$ cat config.mk
export PLATFORM = sky130hd
export DESIGN_NAME = fetch_unit
export DESIGN_NICKNAME = d
export VERILOG_FILES = /design/src/rtl/fetch_unit_pkg.sv /design/src/rtl/fetch_queue.sv /design/src/rtl/fetch_unit.sv
export SDC_FILE = /design/constraint.sdc
export NUM_CORES = 1
export LEC_CHECK = 0
export CORE_UTILIZATION = 47
export DETAILED_ROUTE_END_ITERATION = 10
export PLACE_DENSITY = 0.74
export SLEW_MARGIN = 15
export SYNTH_ARGS = -nofsm -noshare
export SYNTH_HDL_FRONTEND = slang
export SYNTH_SLANG_ARGS = --single-unit
$ cat constraint.sdc
create_clock -name clk -period 4.6 [get_ports clk]
set_input_delay 0.69 -clock clk [delete_from_list [all_inputs] [get_ports clk]]
set_output_delay 0.69 -clock clk [all_outputs]
set_load 0.01 [all_outputs]
$ cat src/rtl/fetch_unit_pkg.sv
// Shared constants and types for the instruction fetch stage.
package fetch_unit_pkg;

    localparam int unsigned API_ADDR_WIDTH = 32;
    localparam int unsigned API_DATA_WIDTH = 32;
    localparam int unsigned ROM_BYTES      = 8192;

    localparam logic [API_ADDR_WIDTH-1:0] RESET_PC  = 32'h0000_0000;
    localparam logic [API_DATA_WIDTH-1:0] NOP_INSTR = 32'h0000_0013;

    typedef struct packed {
        logic [API_ADDR_WIDTH-1:0] pc;
        logic [API_DATA_WIDTH-1:0] instr;
    } fetch_entry_t;

    function automatic logic [API_ADDR_WIDTH-1:0] align_word(input logic [API_ADDR_WIDTH-1:0] a);
        return {a[API_ADDR_WIDTH-1:2], 2'b00};
    endfunction

endpackage

$ cat src/rtl/fetch_queue.sv
// Small synchronous FIFO of {pc, instr} entries between the ROM response and decode.
module fetch_queue
    import fetch_unit_pkg::*;
#(
    parameter int unsigned QDEPTH = 2,
    localparam int unsigned CW = $clog2(QDEPTH + 1)
) (
    input  logic         clk,
    input  logic         reset_n,
    input  logic         flush_i,
    input  logic         push_i,
    input  fetch_entry_t entry_i,
    input  logic         pop_i,
    output fetch_entry_t head_o,
    output logic         valid_o,
    output logic [CW-1:0] count_o
);

    localparam int unsigned PW = (QDEPTH > 1) ? $clog2(QDEPTH) : 1;

    fetch_entry_t  mem_q [QDEPTH];
    logic [PW-1:0] rd_ptr_q;
    logic [PW-1:0] wr_ptr_q;
    logic [CW-1:0] count_q;
    logic          do_push;
    logic          do_pop;

    function automatic logic [PW-1:0] ptr_inc(input logic [PW-1:0] p);
        return (p == PW'(QDEPTH - 1)) ? '0 : p + 1'b1;
    endfunction

    assign do_pop  = pop_i && (count_q != '0);
    // A full queue still accepts a push when the head leaves in the same cycle.
    assign do_push = push_i && ((count_q != CW'(QDEPTH)) || do_pop);

    always_ff @(posedge clk or negedge reset_n) begin
        if (!reset_n) begin
            rd_ptr_q <= '0;
            wr_ptr_q <= '0;
            count_q  <= '0;
            for (int i = 0; i < int'(QDEPTH); i++) begin
                mem_q[i] <= '0;
            end
        end else if (flush_i) begin
            rd_ptr_q <= '0;
            wr_ptr_q <= '0;
            count_q  <= '0;
        end else begin
            if (do_push) begin
                mem_q[wr_ptr_q] <= entry_i;
                wr_ptr_q        <= ptr_inc(wr_ptr_q);
            end
            if (do_pop) begin
                rd_ptr_q <= ptr_inc(rd_ptr_q);
            end
            count_q <= count_q + CW'(do_push) - CW'(do_pop);
        end
    end

    assign head_o  = mem_q[rd_ptr_q];
    assign valid_o = (count_q != '0);
    assign count_o = count_q;

endmodule

$ cat src/rtl/fetch_unit.sv
// Instruction fetch: owns the PC, issues ROM reads, queues responses for decode, handles redirects.
module fetch_unit
    import fetch_unit_pkg::*;
#(
    parameter logic [31:0] RESET_PC  = fetch_unit_pkg::RESET_PC,
    parameter int unsigned QDEPTH    = 2,
    parameter int unsigned ROM_BYTES = fetch_unit_pkg::ROM_BYTES
) (
    input  logic                      clk,
    input  logic                      reset_n,
    output logic                      rom_en_o,
    output logic [API_ADDR_WIDTH-1:0] rom_addr_o,
    input  logic [API_DATA_WIDTH-1:0] rom_data_i,
    output logic                      instr_valid_o,
    input  logic                      instr_ready_i,
    output logic [API_DATA_WIDTH-1:0] instr_o,
    output logic [API_ADDR_WIDTH-1:0] instr_pc_o,
    input  logic                      redirect_i,
    input  logic [API_ADDR_WIDTH-1:0] redirect_pc_i,
    output logic                      fault_o
);

    localparam int unsigned CW = $clog2(QDEPTH + 1);

    logic [API_ADDR_WIDTH-1:0] pc_q;
    logic [API_ADDR_WIDTH-1:0] inflight_pc_q;
    logic                      inflight_q;
    logic                      fault_q;

    logic [CW-1:0] count;
    logic [CW:0]   occupancy;
    fetch_entry_t  head;
    fetch_entry_t  resp;
    logic          pop;
    logic          in_bound;
    logic          issue;

    assign pop       = instr_valid_o & instr_ready_i;
    assign in_bound  = pc_q < API_ADDR_WIDTH'(ROM_BYTES);
    // Slots committed once this cycle settles: queued + in flight - leaving now.
    assign occupancy = {1'b0, count} + (CW + 1)'(inflight_q) - (CW + 1)'(pop);
    // Gating with reset_n keeps the ROM idle while reset is held.
    assign issue     = reset_n && !redirect_i && !fault_q && in_bound &&
                       (occupancy < (CW + 1)'(QDEPTH));

    assign rom_en_o   = issue;
    assign rom_addr_o = issue ? pc_q : '0;

    always_ff @(posedge clk or negedge reset_n) begin
        if (!reset_n) begin
            pc_q          <= align_word(RESET_PC);
            inflight_pc_q <= '0;
            inflight_q    <= 1'b0;
            fault_q       <= 1'b0;
        end else if (redirect_i) begin
            pc_q       <= align_word(redirect_pc_i);
            inflight_q <= 1'b0;
            fault_q    <= (redirect_pc_i[1:0] != 2'b00);
        end else begin
            inflight_q <= issue;
            if (issue) begin
                inflight_pc_q <= pc_q;
                pc_q          <= pc_q + 32'd4;
            end
            if (!in_bound) begin
                fault_q <= 1'b1;
            end
        end
    end

    assign resp = '{pc: inflight_pc_q, instr: rom_data_i};

    fetch_queue #(
        .QDEPTH (QDEPTH)
    ) u_fetch_queue (
        .clk     (clk),
        .reset_n (reset_n),
        .flush_i (redirect_i),
        .push_i  (inflight_q & ~redirect_i),
        .entry_i (resp),
        .pop_i   (pop),
        .head_o  (head),
        .valid_o (instr_valid_o),
        .count_o (count)
    );

    assign instr_o    = head.instr;
    assign instr_pc_o = head.pc;
    assign fault_o    = fault_q;

endmodule

* Word-level counts from Yosys, hierarchy flattened
Cells that the tools add are included.
Storage, ports and cells: flip-flop bits (word level) 198, latch bits 0, memory bits (writable) 0, word-level logic and storage cells 66, ROM bits 0, memories 0
Cells by class: equality and inequality tests 2, $lt $le $gt $ge 5, $add $sub $neg 7, muxes and demuxes 19, div/mod/pow operators 0, reduce and logical (&&, ||, !) cells 17, multiply operators 0, bitwise logic cells 5, shifts and indexed selects 0
Operator list (number):
- $mux 64 | 4
- $bwmux 128 | 1
- $mux 32 | 3
- $demux 64 s1 | 1
- $add 32x3->32 const B | 1
- $lt 32x14->1 const B | 1
- $reduce_bool 2->1 | 5
- $mux 1 | 9
- $logic_and 1x1->1 | 7
- $ge 2x2->1 const B | 2
- $ne 2x2->1 const B | 2
- $not 1->2 | 2
- $reduce_and 2->1 | 2
- $add 2x1->3 | 1
- $lt 3x2->1 const B | 1
- $sub 3x1->3 | 1
- $add 1x1->1 const B | 2
- $add 2x1->2 | 1
- $and 1x1->1 | 2
- $logic_not 1->1 | 2
- $lt 2x1->1 const B | 1
- $mux 2 | 1
- $sub 2x1->2 | 1
- $logic_or 1x1->1 | 1
- $not 1->1 | 1

* Depth between registers and ports, before layout
Gate-level depths: netlist of the first run.
depth after elaboration 8, depth in mapped cells 14, gate-level depth less buffers 13

* Cells and area by module
A second synthesis of the first run with hierarchy kept.
Second synthesis, totals: cell total of the unflattened synthesis 597, area total of the unflattened synthesis 8740.9 um^2
By module, submodules not included:
- fetch_queue | area an instance 5975.7 um^2, sequential area each 3303.2 um^2, cells an instance 364, instances 1
- fetch_unit | area an instance 2765.2 um^2, sequential area each 1551.5 um^2, cells an instance 233, instances 1

* Least setup slack after synthesis of the first run
Ideal clock, no wire load.
path type input port to output port, start input instr_ready_i, end output rom_addr_o[10], path slack 1.280 ns, required time 3.910 ns, stages on the path 11, arrival time 2.630 ns, cells stage by stage and2_1 ha_1 inv_1 nand2_1 fa_1 xnor2_1 nand3_1 or3_1 buf_2 inv_2 and2_1
Between the ends: longest elaborated chain between the ends 5
Ends and longest elaborated chain:
- start, declared | RTL line fetch_unit.sv:15 | input logic instr_ready_i,
- $and 1x1->1 | RTL line fetch_unit.sv:38 | assign pop = instr_valid_o & instr_ready_i;
- $sub 3x1->3 | RTL line fetch_unit.sv:41 | assign occupancy = {1'b0, count} + (CW + 1)'(inflight_q) - (CW + 1)'(pop);
- $lt 3x2->1 | RTL line fetch_unit.sv:44 | (occupancy < (CW + 1)'(QDEPTH));
- $logic_and 1x1->1 | RTL line fetch_unit.sv:43 | assign issue = reset_n && !redirect_i && !fault_q && in_bound &&
- net rom_en_o | RTL line fetch_unit.sv:11 | output logic rom_en_o,
- $mux 32 | RTL line fetch_unit.sv:47 | assign rom_addr_o = issue ? pc_q : '0;
- end, declared | RTL line fetch_unit.sv:12 | output logic [API_ADDR_WIDTH-1:0] rom_addr_o,
The timed path passes the listed nets, and every way through them passes these cells.

* Worst setup path after layout of the first run
start input instr_ready_i, end output rom_addr_o[11]
Between the ends: longest elaborated chain between the ends 5
Ends and longest elaborated chain (RTL line):
- $and 1x1->1 | fetch_unit.sv:38
- $sub 3x1->3 | fetch_unit.sv:41
- $lt 3x2->1 | fetch_unit.sv:44
- $logic_and 1x1->1 | fetch_unit.sv:43
- $mux 32 | fetch_unit.sv:47
Every way passes these cells.

==> results.md, run 1 <==
- P per Cell Area: 345 nW/um2
- Die area: 18200 um2
- Crit path max fanout: 10
- Area Growth Syn to Fin: 27.3%
- Post-route design area: 10500 um2
- Synth cell types: 40
- Total power: 3640 uW
- Iteration-0 DRC Markers: 227
- Worst-margin pin slew: 939 ps
- Async set or reset register ratio after synthesis: 100%
- Fillers: 1272
- Clock buffer depth: 2
- Final ANT Viol Nets: 0
- Routed len/inst: 17.7 um
- Share of cells above drive strength 1: 34.1%
- Clock Power Share: 45.2%
- Final setup viols: 0
- Internal Power: 2870 uW
- Sequential power share: 48.0%
- CTS clk-pin slew, worst paths: 60 ps
- RSZ-0062 raised after global routing: false
- Setup TNS: 0 ps
- Mapped Avg Cell Area: 14.3 um2
- Crit. End Element: output port
- #FFs+latches synth: 190
- Remaining Overflow, GRT: 0
- Avg Vias per Cell: 5.25
- Cell count after placement: 929
- Fmax: 226 MHz
- Min Tclk post-route: 4420 ps
- GRT Total Usage: 19.6%
- Routed WL: 17.0 mm
- Post-synthesis sequential area ratio: 57.4%
- Top_reg_cell synth: dfrtp_1
- Leading cell type in the layout, fill and taps excluded: mux2_2
- Peak supply drop: 0.000242 V
- Worst endpoint data arrival time: 3730 ps
- Vias in the first global route: 5418
- Hold Crit Class: in2async
- CTS tree: built
- Final Non-Filler Cells: 961
- Comb power frac: 6.8%
- Req. time, crit path: 3910 ps
- Slew margin rel.: 37.4%
- Worst-Skew Late Latency: 420 ps
- Post-synth EDFFs: 0
- Clock Sinks: 190
- Final-report hold violation count: 0
- Sw Ratio: 21.1%
- Switching pwr: 767 uW
- Postcts setup bufs: 0
- Core ar.: 17200 um2
- Vias: 5049
- Lkg Pwr: 0.00516 uW
- First-pass DRT Iterations: 5
- Initial antenna violation count: 0
- PortBufs: 143
- Dpl cell area: 9870 um2
- Crit start category: input port
- Antenna cell count: 0
- Die Span Y: 135 um
- Net count, final: 796
- Cell Area, Synth: 8280 um2
- GPL Wtd Cong: 0.824
- First-pass GRT wire length: 27.6 mm
- Largest net degree at the start of global routing: 88
- Setup Crit Path Kind: in2out
- Outcome: complete, no violations
- # DRC: 0
- Hold Buf Count CTS: 0
- Clock Root Buffer: clkbuf_16
- PostCTS Resize Cnt: 0
- Std-Cell Rows: 48
- Total I/O pin count: 167
- HPWL after DPL: 11.4 mm
- Worst Clk Skew: 7.22 ps
- Synth warn: 0
- MaxCap Viol Count: 0
- Most frequent cells in the layout: mux2_2 (198), dfrtp_1 (189), clkdlybuf4s50_1 (142)
- Die Width: 135 um
- CTS H-tree depth: 4
- Initial Utilization: 48.1%
- Synthesized netlist cell count: 581
- Period utilisation layout: 96.1%
- Fin. max-slew vios: 0
- Num CTS Buffers: 17
-- worst max-delay path, stage by stage --
cell and delay [ps]:
clkdlybuf4s50_1 470, and2_1 190, ha_1 260, inv_1 80
nand2_1 70, fa_1 380, xnor2_1 150, nand3_1 160
or3_1 380, inv_2 150, nand2_1 120, inv_1 90
clkdlybuf4s50_1 530
-- worst paths after layout --
kind                                           from                      end  slack (ps)  depth (start not counted)
max                                   instr_ready_i           rom_addr_o[11]         180                         13
max in group asynchronous                   reset_n        inflight_pc_q[30]        3210                          2
min                                         reset_n  u_fetch_queue.mem_q[26]         160                          1
min in group clk            u_fetch_queue.mem_q[91]  u_fetch_queue.mem_q[91]         490                          1
max reg2reg                u_fetch_queue.count_o[1]                  pc_q[9]        1380                         13
min reg2reg                 u_fetch_queue.mem_q[91]  u_fetch_queue.mem_q[91]         490                          1
-- power groups by stage --
stage	combinational, uW	sequential (uW)	clock [uW]
after floorplan	150	1750	0
after detailed placement	250	1780	0
after global routing	275	1750	1750
after CTS	252	1740	1680
after global placement	240	1770	0
final	249	1750	1640
-- registers in the layout, indices dropped and copies added, names as in the netlist --
| register | cells |
|---|---|
| inflight_pc_q | 30 |
| u_fetch_queue.mem_q | 124 |
| pc_q | 30 |
| inflight_q | 1 |
| u_fetch_queue.rd_ptr_q | 1 |
| u_fetch_queue.wr_ptr_q | 1 |
| fault_o | 1 |
| u_fetch_queue.count_o | 2 |
-- cell type report --
type,count,area (um2),share of cell area (%)
clock inverter,9,179,1.70
multi-input combinational,349,3270,31.0
inverter,10,37.5,0.356
clock buffer,23,498,4.72
tap,225,282,2.67
timing repair buffer,155,1530,14.5
sequential,190,4760,45.1
-- cells in the mapped netlist (all sizes together), types with 2 or more instances --
master  instances  share of area, %
nor3b           3              0.27
nor4            5              0.38
and4            2              0.21
mux2i           5              0.60
nor2b           2              0.15
ha              4              0.60
a21o           11               1.0
and3            4              0.30
buf            44               3.4
or3             2              0.15
mux2          208                28
clkbuf         10              0.45
nor3            4              0.36
a221o           6              0.73
dfrtp         190                57
a32oi           2              0.21
o31ai           2              0.18
nor2            6              0.27
nand3           4              0.24
nand4           2              0.15
and2           28               2.1
xnor2           5              0.53
o21ai           4              0.24
inv            10              0.45
nand2          11              0.50
-- cell families (layout without fill, tap and decap cells) --
group                      Yosys count  count (layout)  share of synthesized area [%]
muxes                              213             213                           28.9
DFF                                190             190                           57.4
and+or+nand+nor                     74              74                           5.18
buffers and inverters               64             197                           4.28
AOI/OAI and AO/OA                   28              28                           2.69
xor gates and xnor gates             6               6                          0.634
adders and majority gates            5               5                          0.846
other                                1              23                         0.0453
-- layer usage --
metal  GRT usage (%)  up-vias  share of wire, %
li1                -     2286                 -
met1            25.7     2602                45
met2            32.7      144                49
met3            3.98       17               4.6
met4            6.43        0               1.1
met5               0        -                 0
-- metrics by stage --
stage / hold slack, ps / worst slack, ps / utilization, %
after floorplan: 394 / 1280 / -
after global placement: 463 / 289 / 57.2
after detailed placement: 485 / 214 / 57.2
after CTS: 147 / 174 / 61.2
after global routing: 156 / 26.8 / 61.2
final: 159 / 181 / 61.2
Power figures use the tool's default switching activity.
==> inputs of run 2 (changes only) <==
CORE_UTILIZATION = 55   (was 47)
PLACE_DENSITY = 0.85   (was 0.74)
==> results.md, run 2 (same netlist as run 1, synthesis figures left out) <==
- Outcome: complete, no violations
- Largest net degree at the start of global routing: 74
- Clock buffer depth: 2
- GPL Wtd Cong: 0.831
- Crit. End Element: output port
- Clock Root Buffer: clkbuf_16
- Setup TNS: 0 ps
- Period utilisation layout: 95.6%
- Worst Clk Skew: 5.72 ps
- Area of the multi-input gates: 3270 um2
- Global-route met2 utilization: 38.4%
- GRT Total Usage: 23.1%
- Total I/O pin count: 167
- Net count, final: 796
- CTS clk-pin slew, worst paths: 70 ps
- Share of cells above drive strength 1: 34.0%
- Worst endpoint data arrival time: 3710 ps
- Final-report hold violation count: 0
- Core ar.: 14600 um2
- Crit path max fanout: 10
- Top flop regs: u_fetch_queue.mem_q: 124 flops, inflight_pc_q: 30 flops, pc_q: 30 flops
- Final ANT Viol Nets: 0
- Min Tclk post-route: 4400 ps
- Layout Utilization: 71.8%
- Slew margin rel.: 40.4%
- Cell count after placement: 888
- Antenna cell count: 0
- RR Startpoint: u_fetch_queue.count_o[1]
- Fin. max-slew vios: 0
- Fmax: 227 MHz
- Worst-case reg-to-reg path depth: 12
- Switching pwr: 763 uW
- Num CTS Buffers: 17
- RSZ-0062 raised after global routing: false
- P per Cell Area: 342 nW/um2
- Initial antenna violation count: 0
- Setup Crit Path Kind: in2out
- MaxCap Viol Count: 0
- Worst-margin pin slew: 894 ps
- CTS tree: built
- Routed WL: 16.9 mm
- Postcts setup bufs: 0
- Met1 Use GR: 29.2%
- Die area: 15600 um2
- Iteration-0 DRC Markers: 245
- HPWL after DPL: 11.4 mm
- Worst R2R End: pc_q[10]
- Std-Cell Rows: 44
- Final Non-Filler Cells: 920
- First-pass DRT Iterations: 4
- Lkg Pwr: 0.00515 uW
- Total power: 3580 uW
- Peak supply drop: 0.000257 V
- Area Growth Syn to Fin: 26.5%
- # DRC: 0
- Most frequent cells in the layout: mux2_2 (198), dfrtp_1 (189), clkdlybuf4s50_1 (142)
- Dpl cell area: 9830 um2
- Worst-Skew Late Latency: 420 ps
- Fillers: 963
- Sw Ratio: 21.3%
- FF/Latch Area: 4760 um2
- PortBufs: 143
- Die Width: 125 um
- Vias: 5028
- Hold Buf Count CTS: 0
- Remaining Overflow, GRT: 0
- Routed len/inst: 18.4 um
- Comb power frac: 6.9%
- Hold Crit Class: in2async
- GR peak layer: met2
- Post-route design area: 10500 um2
- Max incr delay on CP: 570 ps
- Internal Power: 2820 uW
- Max reg flops: 124
- Initial Utilization: 56.8%
- CTS H-tree depth: 4
- Die Span Y: 125 um
- Crit start category: input port
- First-pass GRT wire length: 28.0 mm
- Met3 usage: 6.10%
- PostCTS Resize Cnt: 0
- Final setup viols: 0
- Clock Sinks: 190
- Leading cell type in the layout, fill and taps excluded: mux2_2
- Avg Vias per Cell: 5.47
- Clock Power Share: 44.4%
- Vias in the first global route: 5482
- Req. time, crit path: 3910 ps
- Largest register by flop count: u_fetch_queue.mem_q
- Slowest CP cell: clkdlybuf4s50_1
- Sequential power share: 48.7%
- CP Cell Sequence: clkdlybuf4s50_1, and2_1, ha_1, inv_1, nand2_1, fa_1, xnor2_1, nand3_1, or3_1, inv_2, and2_1, clkdlybuf4s50_1
- Flop2flop setup slack: 1490 ps
==> run 2: critical path: cells and delay by family <==
family	cells	cell delay (ps)
fa+ha+maj	2	620
buf+inv	4	1290
simple gates	5	960
xor+xnor	1	140
==> run 2: worst max path at each step <==
stage | from | to | depth (start not counted)
3_5_place_dp | instr_ready_i | rom_addr_o[4] | 12
3_3_place_gp | instr_ready_i | rom_addr_o[9] | 12
5_1_grt | instr_ready_i | rom_addr_o[9] | 12
6_report | instr_ready_i | rom_addr_o[9] | 12
4_1_cts | instr_ready_i | rom_addr_o[9] | 12
2_1_floorplan | instr_ready_i | rom_addr_o[10] | 11
==> run 2: layout make-up <==
cell class / instances / share of cell area (%)
clock inverters: 11 / 1.79
inverters: 10 / 0.358
clock buffers: 21 / 4.40
flip-flops and latches: 190 / 45.4
well taps: 184 / 2.20
multi-input cells: 349 / 31.2
repair buffers: 155 / 14.7
==> run 2: metrics by stage <==
stage	worst slack (ps)	hold slack, ps
final	202	410
after global routing	51.9	463
after CTS	188	414
after detailed placement	217	478
after global placement	321	463
after floorplan	1280	394
==> run 2: routing by layer <==
layer,up-vias,wire length [um]
met5,-,0
met3,22,829
li1,2287,-
met1,2571,7200
met4,0,264
met2,148,8630
==> run 2: power by group through the flow <==
stage / combinational [uW] / sequential, uW / clock, uW
detailed placement: 250 / 1770 / 0
CTS: 252 / 1740 / 1630
global route: 273 / 1750 / 1700
global placement: 242 / 1770 / 0
floorplan: 150 / 1750 / 0
finish: 249 / 1740 / 1590
==> inputs of run 3 (changes only) <==
CORE_ASPECT_RATIO = 0.9   (was default)
==> results.md, run 3 (same netlist as run 1, synthesis figures left out) <==
- CTS clk-pin slew, worst paths: 60 ps
- M1 WL: 7.54 mm
- Setup TNS: 0 ps
- Vias: 5017
- Final ANT Viol Nets: 0
- Core ar.: 14700 um2
- Iteration-0 DRC Markers: 261
- Final-report hold violation count: 0
- Clock Root Buffer: clkbuf_16
- Initial Utilization: 56.3%
- First-pass GRT wire length: 27.5 mm
- Total I/O pin count: 167
- Clock buffer depth: 2
- MaxCap Viol Count: 0
- CP Cell Sequence: clkdlybuf4s50_1, and2_1, ha_1, inv_1, nand2_1, fa_1, xnor2_1, nand3_1, or3_4, clkinvlp_2, and2_1, clkdlybuf4s50_1
- GPL Wtd Cong: 0.854
- Hold Buf Count CTS: 0
- Die Span Y: 118 um
- Period utilisation layout: 96.5%
- Initial antenna violation count: 0
- FF/Latch Area: 4760 um2
- First-pass DRT Iterations: 4
- Net count, final: 798
- Wire length on met2: 8.18 mm
- Most frequent cells in the layout: mux2_2 (198), dfrtp_1 (189), clkdlybuf4s50_1 (140)
- Hold Crit Class: in2async
- CTS tree: built
- HPWL after DPL: 11.1 mm
- WL met3: 842 um
- Vias in the first global route: 5349
- Fmax: 225 MHz
- Antenna cell count: 0
- Setup Crit Path Kind: in2out
- Crit start category: input port
- CTS H-tree depth: 4
- Lkg Pwr: 0.00516 uW
- Crit. End Element: output port
- Slowest CP cell: clkdlybuf4s50_1
- Routed len/inst: 17.9 um
- Std-Cell Rows: 42
- Outcome: complete, no violations
- GRT Total Usage: 23.0%
- Req. time, crit path: 3910 ps
- Highest metal used: met4
- Worst-Skew Late Latency: 420 ps
- Clock Sinks: 190
- P per Cell Area: 323 nW/um2
- Crit path max fanout: 5
- Fin. max-slew vios: 0
- Area of the multi-input gates: 3270 um2
- RSZ-0062 raised after global routing: false
- Crit path launch: instr_ready_i
- Leading cell type in the layout, fill and taps excluded: mux2_2
- PortBufs: 143
- Worst endpoint data arrival time: 3750 ps
- Share of cells above drive strength 1: 34.5%
- RR Startpoint: u_fetch_queue.count_o[1]
- Die Width: 131 um
- Final hold slack: 124 ps
- Avg Vias per Cell: 5.37
- Worst-margin pin slew: 982 ps
- Final setup viols: 0
- Min Tclk post-route: 4440 ps
- Die area: 15600 um2
- Largest net degree at the start of global routing: 87
- Largest register by flop count: u_fetch_queue.mem_q
- Slew margin rel.: 34.5%
- Worst Clk Skew: 9.03 ps
- Area Growth Syn to Fin: 26.2%
- Max incr delay on CP: 540 ps
- Max reg flops: 124
- Top flop regs: u_fetch_queue.mem_q: 124 flops, inflight_pc_q: 30 flops, pc_q: 30 flops
- Remaining Overflow, GRT: 0
- Fillers: 1006
- # DRC: 0
- Peak supply drop: 0.000262 V
- Routed WL: 16.8 mm
- Num CTS Buffers: 17
-- run 3: cell count changes in the layout (fill, tap and decap cells not counted), sizes merged --
cell | before | now
clkinv | 3 | 8
bufinv | 5 | 1
clkdlybuf4s50 | 142 | 140
dlymetal6s2s | 0 | 2
buf | 13 | 14
clkbuf | 21 | 20
-- run 3: per-stage QoR --
stage	cell area [um2]	utilization, %	setup WS (ps)	instances	power (uW)
after floorplan	8370	-	1280	603	1900
after global routing	10500	71.0	7.51	935	3510
final	10500	71.0	161	935	3370
after CTS	10400	70.7	164	932	3410
after global placement	9850	66.9	305	901	2010
after detailed placement	9850	66.9	177	901	2020
-- run 3: area by class of cell --
cell class                 count  area share, %
sequential                   190           45.5
multi-input combinational    349           31.3
timing repair buffer         156           15.1
clock buffer                  20           4.47
tap                          198           2.37
clock inverter                11          0.886
inverter                      10          0.359
timing repair inverter         1         0.0479
-- run 3: worst paths after layout --
path / end / slack (ps) / cells after the start
min in group clk: u_fetch_queue.mem_q[90] / 480 / 1
max reg2reg: pc_q[10] / 1360 / 12
max in group asynchronous: inflight_pc_q[23] / 3200 / 2
min: u_fetch_queue.mem_q[24] / 120 / 1
min reg2reg: u_fetch_queue.mem_q[90] / 480 / 1
max: rom_addr_o[6] / 160 / 12
-- run 3: what timing repair did --
item	in CTS	in global routing
gates resized for setup	0	3
buffers inserted	0	1
setup endpoints to repair	0	2
endpoints found under the hold margin	0	0
-- run 3: power breakdown --
group	internal [uW]	leakage, uW	switching, uW
clock network	781	0.000277	596
registers	1700	0.00259	42.9
logic	131	0.00230	120
total	2610	0.00516	759
-- run 3: critical path, delay by kind of cell --
| family | cells | cell delay, ps |
|---|---|---|
| AND/OR/NAND/NOR | 5 | 980 |
| adder cells (fa/ha/maj) | 2 | 640 |
| XOR/XNOR | 1 | 190 |
| buffers and inverters | 4 | 1250 |
-- run 3: per-layer routing --
layer	global-route usage [%]	vias to the layer above
met1	29.7	2552
met5	0	-
li1	-	2285
met2	38.0	158
met4	7.56	0
met3	6.01	22
